[src/rtl/conv_stream_feeder.sv]
// Initiator side of the convolution vector handshake: builds a stride-1 sliding
// window over a sample stream and runs one {kernel, window} transaction at a time.
module conv_stream_feeder #(
    parameter int LEN   = 4,
    parameter int WIDTH = 64
) (
    input  logic                       clk,
    input  logic                       rst,
    input  logic [LEN-1:0][WIDTH-1:0]  kernel_in,
    input  logic                       kernel_load,
    output logic                       kernel_ready,
    input  logic                       flush,
    input  logic [WIDTH-1:0]           sample_in,
    input  logic                       sample_valid,
    output logic                       sample_ready,
    output logic [LEN-1:0][WIDTH-1:0]  conv_kernel,
    output logic [LEN-1:0][WIDTH-1:0]  conv_data,
    output logic                       conv_valid,
    input  logic                       conv_ready,
    input  logic [2*WIDTH-1:0]         conv_result,
    input  logic                       conv_out_valid,
    output logic                       conv_out_ready,
    output logic [2*WIDTH-1:0]         y,
    output logic                       y_valid,
    input  logic                       y_ready
);
    localparam int CW = $clog2(LEN + 1);

    typedef enum logic [1:0] {FILL, ISSUE, WAIT, EMIT} state_t;

    state_t                     state_q, state_d;
    logic [CW-1:0]              cnt_q, cnt_d;
    logic [LEN-1:0][WIDTH-1:0]  win_q, ker_q;
    logic                       in_fill, accept;

    assign in_fill = (state_q == FILL);
    assign accept  = in_fill && sample_valid;

    // Flush takes effect first so a same-cycle sample still counts as one.
    always_comb begin
        cnt_d = cnt_q;
        if (in_fill && flush)
            cnt_d = '0;
        if (accept && cnt_d != CW'(LEN))
            cnt_d = cnt_d + 1'b1;
    end

    always_comb begin
        state_d = state_q;
        case (state_q)
            FILL:    if (accept && cnt_d == CW'(LEN)) state_d = ISSUE;
            ISSUE:   if (conv_ready)                  state_d = WAIT;
            WAIT:    if (conv_out_valid)              state_d = EMIT;
            EMIT:    if (y_ready)                     state_d = FILL;
            default:                                  state_d = FILL;
        endcase
    end

    always_ff @(posedge clk or posedge rst) begin
        if (rst) begin
            state_q <= FILL;
            cnt_q   <= '0;
        end else begin
            state_q <= state_d;
            cnt_q   <= cnt_d;
        end
    end

    // Element 0 is the oldest sample; new samples enter at LEN-1.
    always_ff @(posedge clk or posedge rst) begin
        if (rst)
            win_q <= '0;
        else if (accept)
            win_q <= {sample_in, win_q[LEN-1:1]};
    end

    always_ff @(posedge clk or posedge rst) begin
        if (rst)
            ker_q <= '0;
        else if (in_fill && kernel_load)
            ker_q <= kernel_in;
    end

    always_ff @(posedge clk or posedge rst) begin
        if (rst)
            y <= '0;
        else if (state_q == WAIT && conv_out_valid)
            y <= conv_result;
    end

    // Operands come straight from registers that only change in FILL, so they
    // hold steady for the whole operator transaction.
    assign conv_kernel    = ker_q;
    assign conv_data      = win_q;
    assign sample_ready   = in_fill;
    assign kernel_ready   = in_fill;
    assign conv_valid     = (state_q == ISSUE);
    assign conv_out_ready = (state_q == WAIT);
    assign y_valid        = (state_q == EMIT);

endmodule
[config.mk]
export PLATFORM = sky130hd
export DESIGN_NAME = conv_stream_feeder
export DESIGN_NICKNAME = d
export VERILOG_FILES = /design/src/rtl/conv_stream_feeder.sv
export SDC_FILE = /design/constraint.sdc
export NUM_CORES = 1
export LEC_CHECK = 0
export BUFFER_PORTS_ARGS = -buffer_cell sky130_fd_sc_hd__buf_2
export CORE_AREA = 2 2 423 425
export CTS_CLUSTER_DIAMETER = 150
export DETAILED_ROUTE_END_ITERATION = 8
export DIE_AREA = 0 0 425 427
export PLACE_DENSITY = 0.4
export RECOVER_POWER = 25
export SLEW_MARGIN = 20
export SYNTH_ARGS = -nofsm -noshare
export SYNTH_HDL_FRONTEND = slang
export SYNTH_SLANG_ARGS = --single-unit
[constraint.sdc]
create_clock -name clk -period 22.6 [get_ports clk]
set_clock_uncertainty 0.1 [all_clocks]
set_input_delay 4.52 -clock clk [delete_from_list [all_inputs] [get_ports clk]]
set_output_delay 4.52 -clock clk [all_outputs]
set_load 0.005 [all_outputs]
; ---- Word level (Yosys, flattened, before mapping)
; Index checks and enable logic that the tools add are counted.
[totals]
mem_bits_ro = 0
regBits = 645
ram_bits = 0
latch_bits = 0
n_memories = 0
wordCells = 36
[classes]
addsub = 1
reduce_logical = 8
eq_ne = 9
order_cmp = 0
bitwise_logic = 0
shift = 0
div_mod_pow = 0
n_mux = 7
mul = 0
[ops]
columns = cell, count
row1 = $mux W2, 4
row2 = $pmux W2 S4, 1
row3 = $logic_and A1 B1 Y1, 6
row4 = $mux W3, 2
row5 = $ne A2 B1 Y1 const B, 3
row6 = $eq A2 B2 Y1 const B, 2
row7 = $reduce_and A4 Y1, 1
row8 = $add A3 B1 Y3 const B, 1
row9 = $eq A3 B3 Y1 const B, 1
row10 = $ne A3 B3 Y1 const B, 1
row11 = $eq A2 B1 Y1 const B, 1
row12 = $logic_not A2 Y1, 1
row13 = $ne A2 B2 Y1 const B, 1

; ---- Depth between registers and ports, before layout
; Gate-level depths: netlist (run 1).
[depth]
ltp_word = 10
depth_mapped = 12

; ---- Worst setup path after synthesis (run 1)
; Ideal clock, no wire load.
[synth_path]
path_type = input-to-reg
start = input port flush
end = register state_q[1]
slack_ns = 16.358
t_arrival_ns = 6.017
path_buffers = 0
cell_stages = 8
path_cell_list = a21bo_2 -> inv_1 -> ha_1 -> a21oi_1 -> a2111oi_2 -> o211ai_1 -> and2_4 -> mux2_4
[synth_via]
elab_chain_len = 9
[synth_lines]
columns = element, line
row1 = "start, declared", 12  ; input logic flush,
row2 = $logic_and A1 B1 Y1 *, 42  ; if (in_fill && flush)
row3 = $mux W3 *, 42
row4 = "parallel branches: the longest is 2 deep, another holds $add A3 B1 Y3", --
row5 = $mux W3 *, 44  ; if (accept && cnt_d != CW'(LEN))
row6 = $eq A3 B3 Y1 *, 51  ; FILL: if (accept && cnt_d == CW'(LEN)) state_d = ISSUE;
row7 = $logic_and A1 B1 Y1 *, 51
row8 = $ne A2 B1 Y1 (no line) *, --
row9 = $reduce_and A4 Y1 (no line) *, --
row10 = "end signal, assigned", 64  ; state_q <= state_d;
row11 = "end, declared", 31  ; state_t state_q, state_d;
; Mark *: on every way between the ends.
; A chain may end at the register's enable or synchronous reset.

; ---- Worst setup path in the final report (run 1)
[layout_path]
start = input port sample_valid
end = register win_q, in the netlist conv_data[25]
[layout_via]
elab_chain_len = 1
[layout_lines]
columns = element, line
row1 = "start, declared", 14  ; input logic sample_valid,
row2 = $logic_and A1 B1 Y1, 37  ; assign accept = in_fill && sample_valid;
row3 = "end signal, assigned", 74  ; win_q <= {sample_in, win_q[LEN-1:1]};
row4 = "end, declared", 33  ; logic [LEN-1:0][WIDTH-1:0] win_q, ker_q;
; Every way passes these cells.

==> results of run 1 <==
-- cell usage in the layout (no fill, tap or decap), drive strengths merged, types with 2 or more instances in the layout --
| cell type | instances |
|---|---|
| and2 | 2 |
| clkinv | 15 |
| o21ai | 3 |
| nor2b | 2 |
| dfrtp | 645 |
| bufinv | 5 |
| clkbuf | 163 |
| inv | 12 |
| buf | 1071 |
| nand2 | 5 |
| diode | 6 |
| nor2 | 2 |
| ha | 7 |
| mux2 | 641 |
| clkinvlp | 4 |
-- routing by layer --
| layer | vias to the layer above | GRT usage (%) | routed length (um) |
|---|---|---|---|
| li1 | 7221 | - | - |
| met2 | 537 | 16.89 | 48360 |
| met1 | 8358 | 11.56 | 36390 |
| met5 | - | 0 | 141 |
| met4 | 24 | 2.264 | 1812 |
| met3 | 142 | 3.685 | 7776 |
-- power by group through the flow --
stage	Combinational (mW)	Clock [mW]	Sequential, mW
after global placement	1.92	0	2.13
after global routing	2.05	1.44	2.20
final	1.89	1.34	2.12
after CTS	1.93	1.39	2.13
after detailed placement	1.92	0	2.15
after floorplan	0.856	0	2.12
-- registers in the layout, summed over array words and instances, names as in the netlist --
name         flops
cnt_q            3
conv_data      256
y              128
state_q          2
conv_kernel    256
-- per-stage QoR --
step / setup slack (ps) / utilization, % / std cells / area, sq um / power [mW]
floorplan: 9167 / - / 1403 / 24040 / 2.977
global placement: 13360 / 18.22 / 4800 / 32300 / 4.047
detailed placement: 13430 / 18.22 / 4800 / 32300 / 4.067
CTS: 14230 / 19.77 / 4947 / 35050 / 5.451
global route: 8456 / 19.72 / 4949 / 34950 / 5.697
finish: 9513 / 19.72 / 4953 / 34960 / 5.352
-- cells by family (layout without fill, tap and decap cells) --
kind of cell | count (synthesis) | count (layout) | synth area share (%)
flip-flops | 645 | 645 | 67.14
multiplexers | 641 | 641 | 30.04
buffers and inverters | 81 | 1270 | 1.639
AND/OR/NAND/NOR | 17 | 17 | 0.4268
AO/OA/AOI/OAI | 11 | 11 | 0.3539
adder cells (fa/ha/maj) | 7 | 7 | 0.3643
XOR/XNOR | 1 | 1 | 0.03644
other | 0 | 6 | 0
-- cell usage after synthesis (2+ instances only) --
cell type	count	area share (%)
o21ai_0	2	0.042
nor2b_1	2	0.052
dfrtp_1	645	67
nand2_1	5	0.078
ha_1	7	0.36
nor2_1	2	0.031
inv_1	9	0.14
mux2_2	640	30
buf_2	63	1.3
clkbuf_1	7	0.11
-- area by class of cell --
cell class | instances | share of cell area [%]
sequential | 645 | 46.17
timing repair buffer | 1114 | 15.94
multi-input combinational | 677 | 21.45
clock buffer | 120 | 6.943
tap | 2355 | 8.429
antenna | 6 | 0.04295
clock inverter | 27 | 0.9162
inverter | 9 | 0.1002
-- path summary, 6_finish.rpt --
check                                               end                    startpoint
setup / recovery              conv_data[25]$_DFFE_PP0P_                  sample_valid
hold / removal             conv_kernel[151]$_DFFE_PP0P_  conv_kernel[151]$_DFFE_PP0P_
setup reg to reg              conv_data[25]$_DFFE_PP0P_        state_q[0]$_DFFE_PP0P_
hold reg to reg            conv_kernel[151]$_DFFE_PP0P_  conv_kernel[151]$_DFFE_PP0P_
max in group asynchronous     conv_data[33]$_DFFE_PP0P_                           rst
min in group asynchronous             y[83]$_DFFE_PP0P_                           rst
==> impl_metrics.csv, run 1 <==
group,metric,value,unit
outcome,status,"finished, violations left",
outcome,violations,"capacitance limit, slew limit",
synthesis,syn_area_per_cell,17.14,sq um
hold_path,hp-class,"reg -> reg",
route,wl_per_cell,19.07,um
setup_path,r2r.worst_path.cells,6,
synthesis,syn-num-nets,1866,
route,postRouteAntennaNets,0,
clock_tree,clock-sinks,645,
clock_tree,post_cts_resized,0,
run,cap_violations,6,
sta,report.final.slew_viol_count,431,
power_and_ir_drop,sw_frac_of_total,32.63,%
power_and_ir_drop,ir_drop,0.07419,mV
floorplanning,die-area,0.1815,sq mm
clock_tree,h-tree-depth,3,
clock_tree,cts_made_buffers,81,
clock_tree,cts_setup_buffers,0,
power_and_ir_drop,clockPowerShare,25.0,%
route,routed_wl,94470,um
clock_tree,cts_tree,"built",
sta,worst_slew_pin_slew,7530,ps
global_route,grt_pass1_wl,129200,um
route,drtIter0Drc,621,
setup_path,path_class,"in -> reg",
sta,tns,0,ps
sta,period_minus_slack,13090,ps
floorplanning,die_x,425,um
global_route,grt_antenna_before_repair,30,
floorplanning,rows,155,
synthesis,yosysWarnings,0,
clock_tree,cts_buffer_depth,3,
setup_path,cp_top_family,"buffers and inverters",
setup_path,path_buf_inv,3,
setup_path,cp-start-kind,"primary input",
cells_and_area,regArea,0.01614,sq mm
setup_path,cp-end-kind,"flip-flop",
power_and_ir_drop,seqPwrFrac,39.7,%
power_and_ir_drop,comb_power_share,35.3,%
power_and_ir_drop,p_int,3.606,mW
sta,max_slew_margin,-402.0,%
placement,gp_congestion,0.8216,
setup_path,worst-r2r-setup-slack,12460,ps
setup_path,cp_slowest_stage_delay,5320,ps
placement,port_buffers,1100,
synthesis,synthCells,1403,
floorplanning,coreArea,0.1773,sq mm
synthesis,seq_area_frac_synth,67.14,%
synthesis,synth-main-ff-cell,"dfrtp_1",
setup_path,critical-path-slowest-cell,"clkbuf_1",
sta,setup-violations-final,0,
sta,rsz0062_at_grt,"no",
cells_and_area,final_layout_size_suffix_gt1_share,71.22,%
global_route,grt_pass1_vias,16606,
power_and_ir_drop,power.leakage,16.32,nW
setup_path,worstPathCellList,"clkbuf_1 -> nand2_1 -> clkbuf_1 -> buf_4 -> mux2_2",
sta,period_share,57.91,%
global_route,grt_max_degree,154,
power_and_ir_drop,power_density,153.1,mW/mm^2
route,drt_drc_violations_left,0,
global_route,grt_overflow,0,
clock_tree,hold_buffers,0,
route,firstDrtPassIters,4,
clock_tree,clk_pin_slew,60,ps
cells_and_area,finalNetCount,2991,
clock_tree,ctsRootBufferMaster,"clkbuf_16",
sta,holdWs,396.2,ps
setup_path,required,23050,ps
route,viasPerCell,3.287,
synthesis,synth_area,0.02404,sq mm
synthesis,async_flop_share,100.0,%
setup_path,critical_path_depth,5,
hold_path,hold-path-cell-count,1,
floorplanning,pin_count,1101,
setup_path,path_max_fanout,137,
setup_path,cp.arrival,13540,ps
route,via_count,16282,
sta,hold_viol,0,
power_and_ir_drop,p_sw,1.747,mW
floorplanning,die_h,427,um
synthesis,ys_ff_latch,645,
floorplanning,initial_core_util,13.56,%
cells_and_area,fillers,19406,
synthesis,synth-edff-count,0,
placement,dp_hpwl,74260,um
setup_path,cp_common_cell,"clkbuf_1",
synthesis,synth.distinct_cells,31,
sta,fmaxAchievable,0.07641,GHz
global_route,grt_usage,9.833,%
clock_tree,clock_latency,670,ps
cells_and_area,multi_input_area,0.007500,sq mm
cells_and_area,area_delta_synth_final,45.41,%
(Power assumes the default switching activity.)
==> run 2: changes to the inputs <==
--- a/config.mk
+++ b/config.mk
@@ -5,12 +5,13 @@
 export SDC_FILE = /design/constraint.sdc
 export NUM_CORES = 1
 export LEC_CHECK = 0
+export ABC_AREA = 1
 export BUFFER_PORTS_ARGS = -buffer_cell sky130_fd_sc_hd__buf_2
-export CORE_AREA = 2 2 423 425
+export CORE_AREA = 2 2 425 427
 export CTS_CLUSTER_DIAMETER = 150
 export DETAILED_ROUTE_END_ITERATION = 8
-export DIE_AREA = 0 0 425 427
-export PLACE_DENSITY = 0.4
+export DIE_AREA = 0 0 427 429
+export PLACE_DENSITY = 0.39
 export RECOVER_POWER = 25
 export SLEW_MARGIN = 20
 export SYNTH_ARGS = -nofsm -noshare
==> constraint.sdc (replaced) <==
create_clock -name clk -period 13.3 [get_ports clk]
set_clock_uncertainty 0.1 [all_clocks]
set_input_delay 2.66 -clock clk [delete_from_list [all_inputs] [get_ports clk]]
set_output_delay 2.66 -clock clk [all_outputs]
set_load 0.005 [all_outputs]
==> run 2 against run 1 <==
Against the previous run: die area is 0.94% higher; design area fell by 0.30%; largest cell class unchanged; combinational power grew 64%; clock power is 69% higher; count of clock-buffer cells in the layout is 6 higher; utilization fell by 0.14 points; wire length increased by 19%; critical path depth rose by 1; power is 65% higher; highest routed layer unchanged; worst setup slack worse by 3100 ps; the flow still finishes with violations (capacitance limit, slew limit); largest power group unchanged; first-iteration DRC count up 78%; sequential cell count unchanged.
==> impl_metrics.csv, run 2 <==
group,metric,value,unit
outcome,status,"finished, violations left",
outcome,violations,"capacitance limit, slew limit",
synthesis,synth_common_cells,"dfrtp_1, mux2_2, nand2_1",
power_and_ir_drop,power.leakage,16.82,nW
floorplanning,coreArea,0.1780,sq mm
power_and_ir_drop,ir_drop,0.09979,mV
synthesis,synth_top_area_share,67.04,%
setup_path,critical_path_depth,6,
synthesis,syn_area_per_cell,13.19,sq um
setup_path,r2r-start,"state_q[0]$_DFFE_PP0P_",
cells_and_area,finalNetCount,3390,
floorplanning,die-area,0.1832,sq mm
synthesis,seq_area_frac_synth,67.04,%
clock_tree,cts_buffer_depth,3,
global_route,met1_usage,12.74,%
sta,hold_viol,0,
synthesis,ys_ff_latch,645,
floorplanning,initial_core_util,13.52,%
global_route,grt_max_degree,160,
clock_tree,post_cts_resized,0,
floorplanning,die_x,427,um
cells_and_area,area_delta_synth_final,44.78,%
floorplanning,rows,155,
global_route,grt_antenna_before_repair,63,
cells_and_area,layout_commonest_cell,"buf_2",
global_route,grt_overflow,0,
synthesis,synth-main-ff-cell,"dfrtp_1",
synthesis,synth_area_leaders,"dfrtp_1, mux2_2, o21ai_0",
hold_path,hold-path-cell-count,2,
synthesis,synth-edff-count,0,
global_route,grt_pass1_wl,150800,um
setup_path,worstPathCellList,"clkbuf_1 -> nand2_1 -> inv_8 -> buf_4 -> buf_4 -> o21ai_0",
route,via_count,18059,
sta,rsz0062_at_grt,"no",
placement,port_buffers,1100,
cells_and_area,fillers,19773,
route,firstDrtPassIters,5,
synthesis,yosysTopAreaCell,"dfrtp_1",
setup_path,regToRegEndpoint,"conv_data[120]$_DFFE_PP0P_",
hold_path,holdPathEnd,"conv_data[5]$_DFFE_PP0P_",
setup_path,path_buf_inv,4,
global_route,busiest_layer,"met2",
global_route,grtUsageMet2,20.39,%
sta,tns,0,ps
synthesis,async_flop_share,100.0,%
setup_path,path_class,"in -> reg",
clock_tree,clock-sinks,645,
sta,setup_ws,6452,ps
sta,period_share,51.49,%
setup_path,cp.arrival,7250,ps
global_route,use_met3,5.395,%
clock_tree,cts_tree,"built",
clock_tree,cts_made_buffers,85,
route,drt_drc_violations_left,0,
cells_and_area,regArea,0.01614,sq mm
cells_and_area,multi_input_area,0.006809,sq mm
setup_path,cp_common_cell,"buf_4",
clock_tree,clk_pin_slew,60,ps
global_route,grt_usage,11.83,%
cells_and_area,final_cell_mix,"buf_2, dfrtp_1, mux2_2",
floorplanning,die_h,429,um
route,viasPerCell,3.367,
placement,dp_worst_setup_slack,7482,ps
clock_tree,cts_setup_buffers,0,
sta,report.final.slew_viol_count,121,
power_and_ir_drop,power_density,253.4,mW/mm^2
setup_path,cp-end-kind,"flip-flop",
route,routed_wl,112400,um
power_and_ir_drop,power,8.833,mW
clock_tree,hold_buffers,0,
setup_path,cp_slowest_stage_delay,1430,ps
global_route,grt_pass1_vias,18113,
floorplanning,pin_count,1101,
cells_and_area,fin_cells,5363,
setup_path,r2r.worst_path.cells,7,
setup_path,required,13710,ps
clock_tree,clock_latency,680,ps
clock_tree,h-tree-depth,3,
synthesis,syn-num-nets,2288,
synthesis,synth.distinct_cells,19,
setup_path,worst-r2r-setup-slack,7390,ps
sta,setup-violations-final,0,
route,drtIter0Drc,1106,
synthesis,yosysMostFrequentCell,"dfrtp_1",
sta,max_slew_margin,-74.91,%
sta,fmaxAchievable,0.1460,GHz
synthesis,synth_area,0.02407,sq mm
placement,gp_congestion,0.8375,
sta,worst_slew_pin_slew,2624,ps
hold_path,worstHoldStart,"conv_data[5]$_DFFE_PP0P_",
synthesis,synthCells,1825,
placement,dpl.cell_count,5195,
synthesis,yosysWarnings,0,
setup_path,critical-path-slowest-cell,"nand2_1",
sta,period_minus_slack,6848,ps
setup_path,cp_top_family,"buffers and inverters",
setup_path,path_max_fanout,100,
setup_path,cp-start-kind,"primary input",
route,wl_per_cell,20.96,um
route,postRouteAntennaNets,0,
hold_path,hp-class,"reg -> reg",
cells_and_area,final_layout_size_suffix_gt1_share,54.34,%
clock_tree,ctsRootBufferMaster,"clkbuf_16",
placement,dp_hpwl,88820,um
run,cap_violations,2,
-- run 2: cell types whose count changed after synthesis, sizes merged, moves of 5 or more --
cell	change
o21ai	+253
nand2	+274
mux2	-257
nand3	+5
clkbuf	+26
inv	+134
-- run 2: stage by stage --
stage / hold WS [ps] / area, sq um / utilization (%)
finish: 377.9 / 34850 / 19.58
global route: 396.5 / 34840 / 19.57
CTS: 382.2 / 34860 / 19.58
detailed placement: 367.5 / 32150 / 18.06
global placement: 364.9 / 32150 / 18.06
floorplan: 376.3 / 24080 / -
-- run 2: cells by family after synthesis --
group / Yosys count / share of synthesized area, %
adder cells (fa/ha/maj): 7 / 0.3638
AND/OR/NAND/NOR: 289 / 4.610
flip-flops: 645 / 67.04
buffers and inverters: 242 / 4.652
multiplexers: 384 / 17.96
AO/OA/AOI/OAI: 258 / 5.369
-- run 2: layout make-up --
class / instances / share of cell area, %
inverters: 143 / 1.565
multi-input cells: 938 / 19.54
well taps: 2355 / 8.454
flip-flops and latches: 645 / 46.31
diodes: 14 / 0.1005
clock buffers: 126 / 6.917
clock inverters: 28 / 0.8615
repair buffers: 1114 / 16.26
-- run 2: where the power goes --
group / internal (mW) / switching, mW / total, mW
clock network: 1.32 / 0.944 / 2.27
registers: 2.91 / 0.559 / 3.46
logic: 1.43 / 1.68 / 3.10
total: 5.65 / 3.18 / 8.83
-- run 2: worst max-delay path by stage --
stage | from | end | slack (ps)
2_1_floorplan | rst | cnt_q[0]$_DFF_PP0_ | 1730
4_1_cts | sample_valid | conv_data[196]$_DFFE_PP0P_ | 8250
6_report | sample_valid | conv_data[120]$_DFFE_PP0P_ | 6450
3_5_place_dp | sample_valid | conv_data[251]$_DFFE_PP0P_ | 7480
5_1_grt | sample_valid | conv_data[120]$_DFFE_PP0P_ | 5780
3_3_place_gp | sample_valid | conv_data[120]$_DFFE_PP0P_ | 7510
-- run 2: per-layer routing --
| layer | vias to the layer above | share of wire [%] |
|---|---|---|
| met5 | - | 0.030 |
| met2 | 724 | 50 |
| met4 | 6 | 3.2 |
| met1 | 8860 | 36 |
| met3 | 196 | 10 |
| li1 | 8273 | - |
-- run 2: worst register-to-register path, cell delays in order (launching register included) --
cell and delay (ps):
dfrtp_1 420, inv_1 120, ha_1 490, nand2_1 1560, inv_8 1160, buf_4 810
buf_4 850, o21ai_0 230
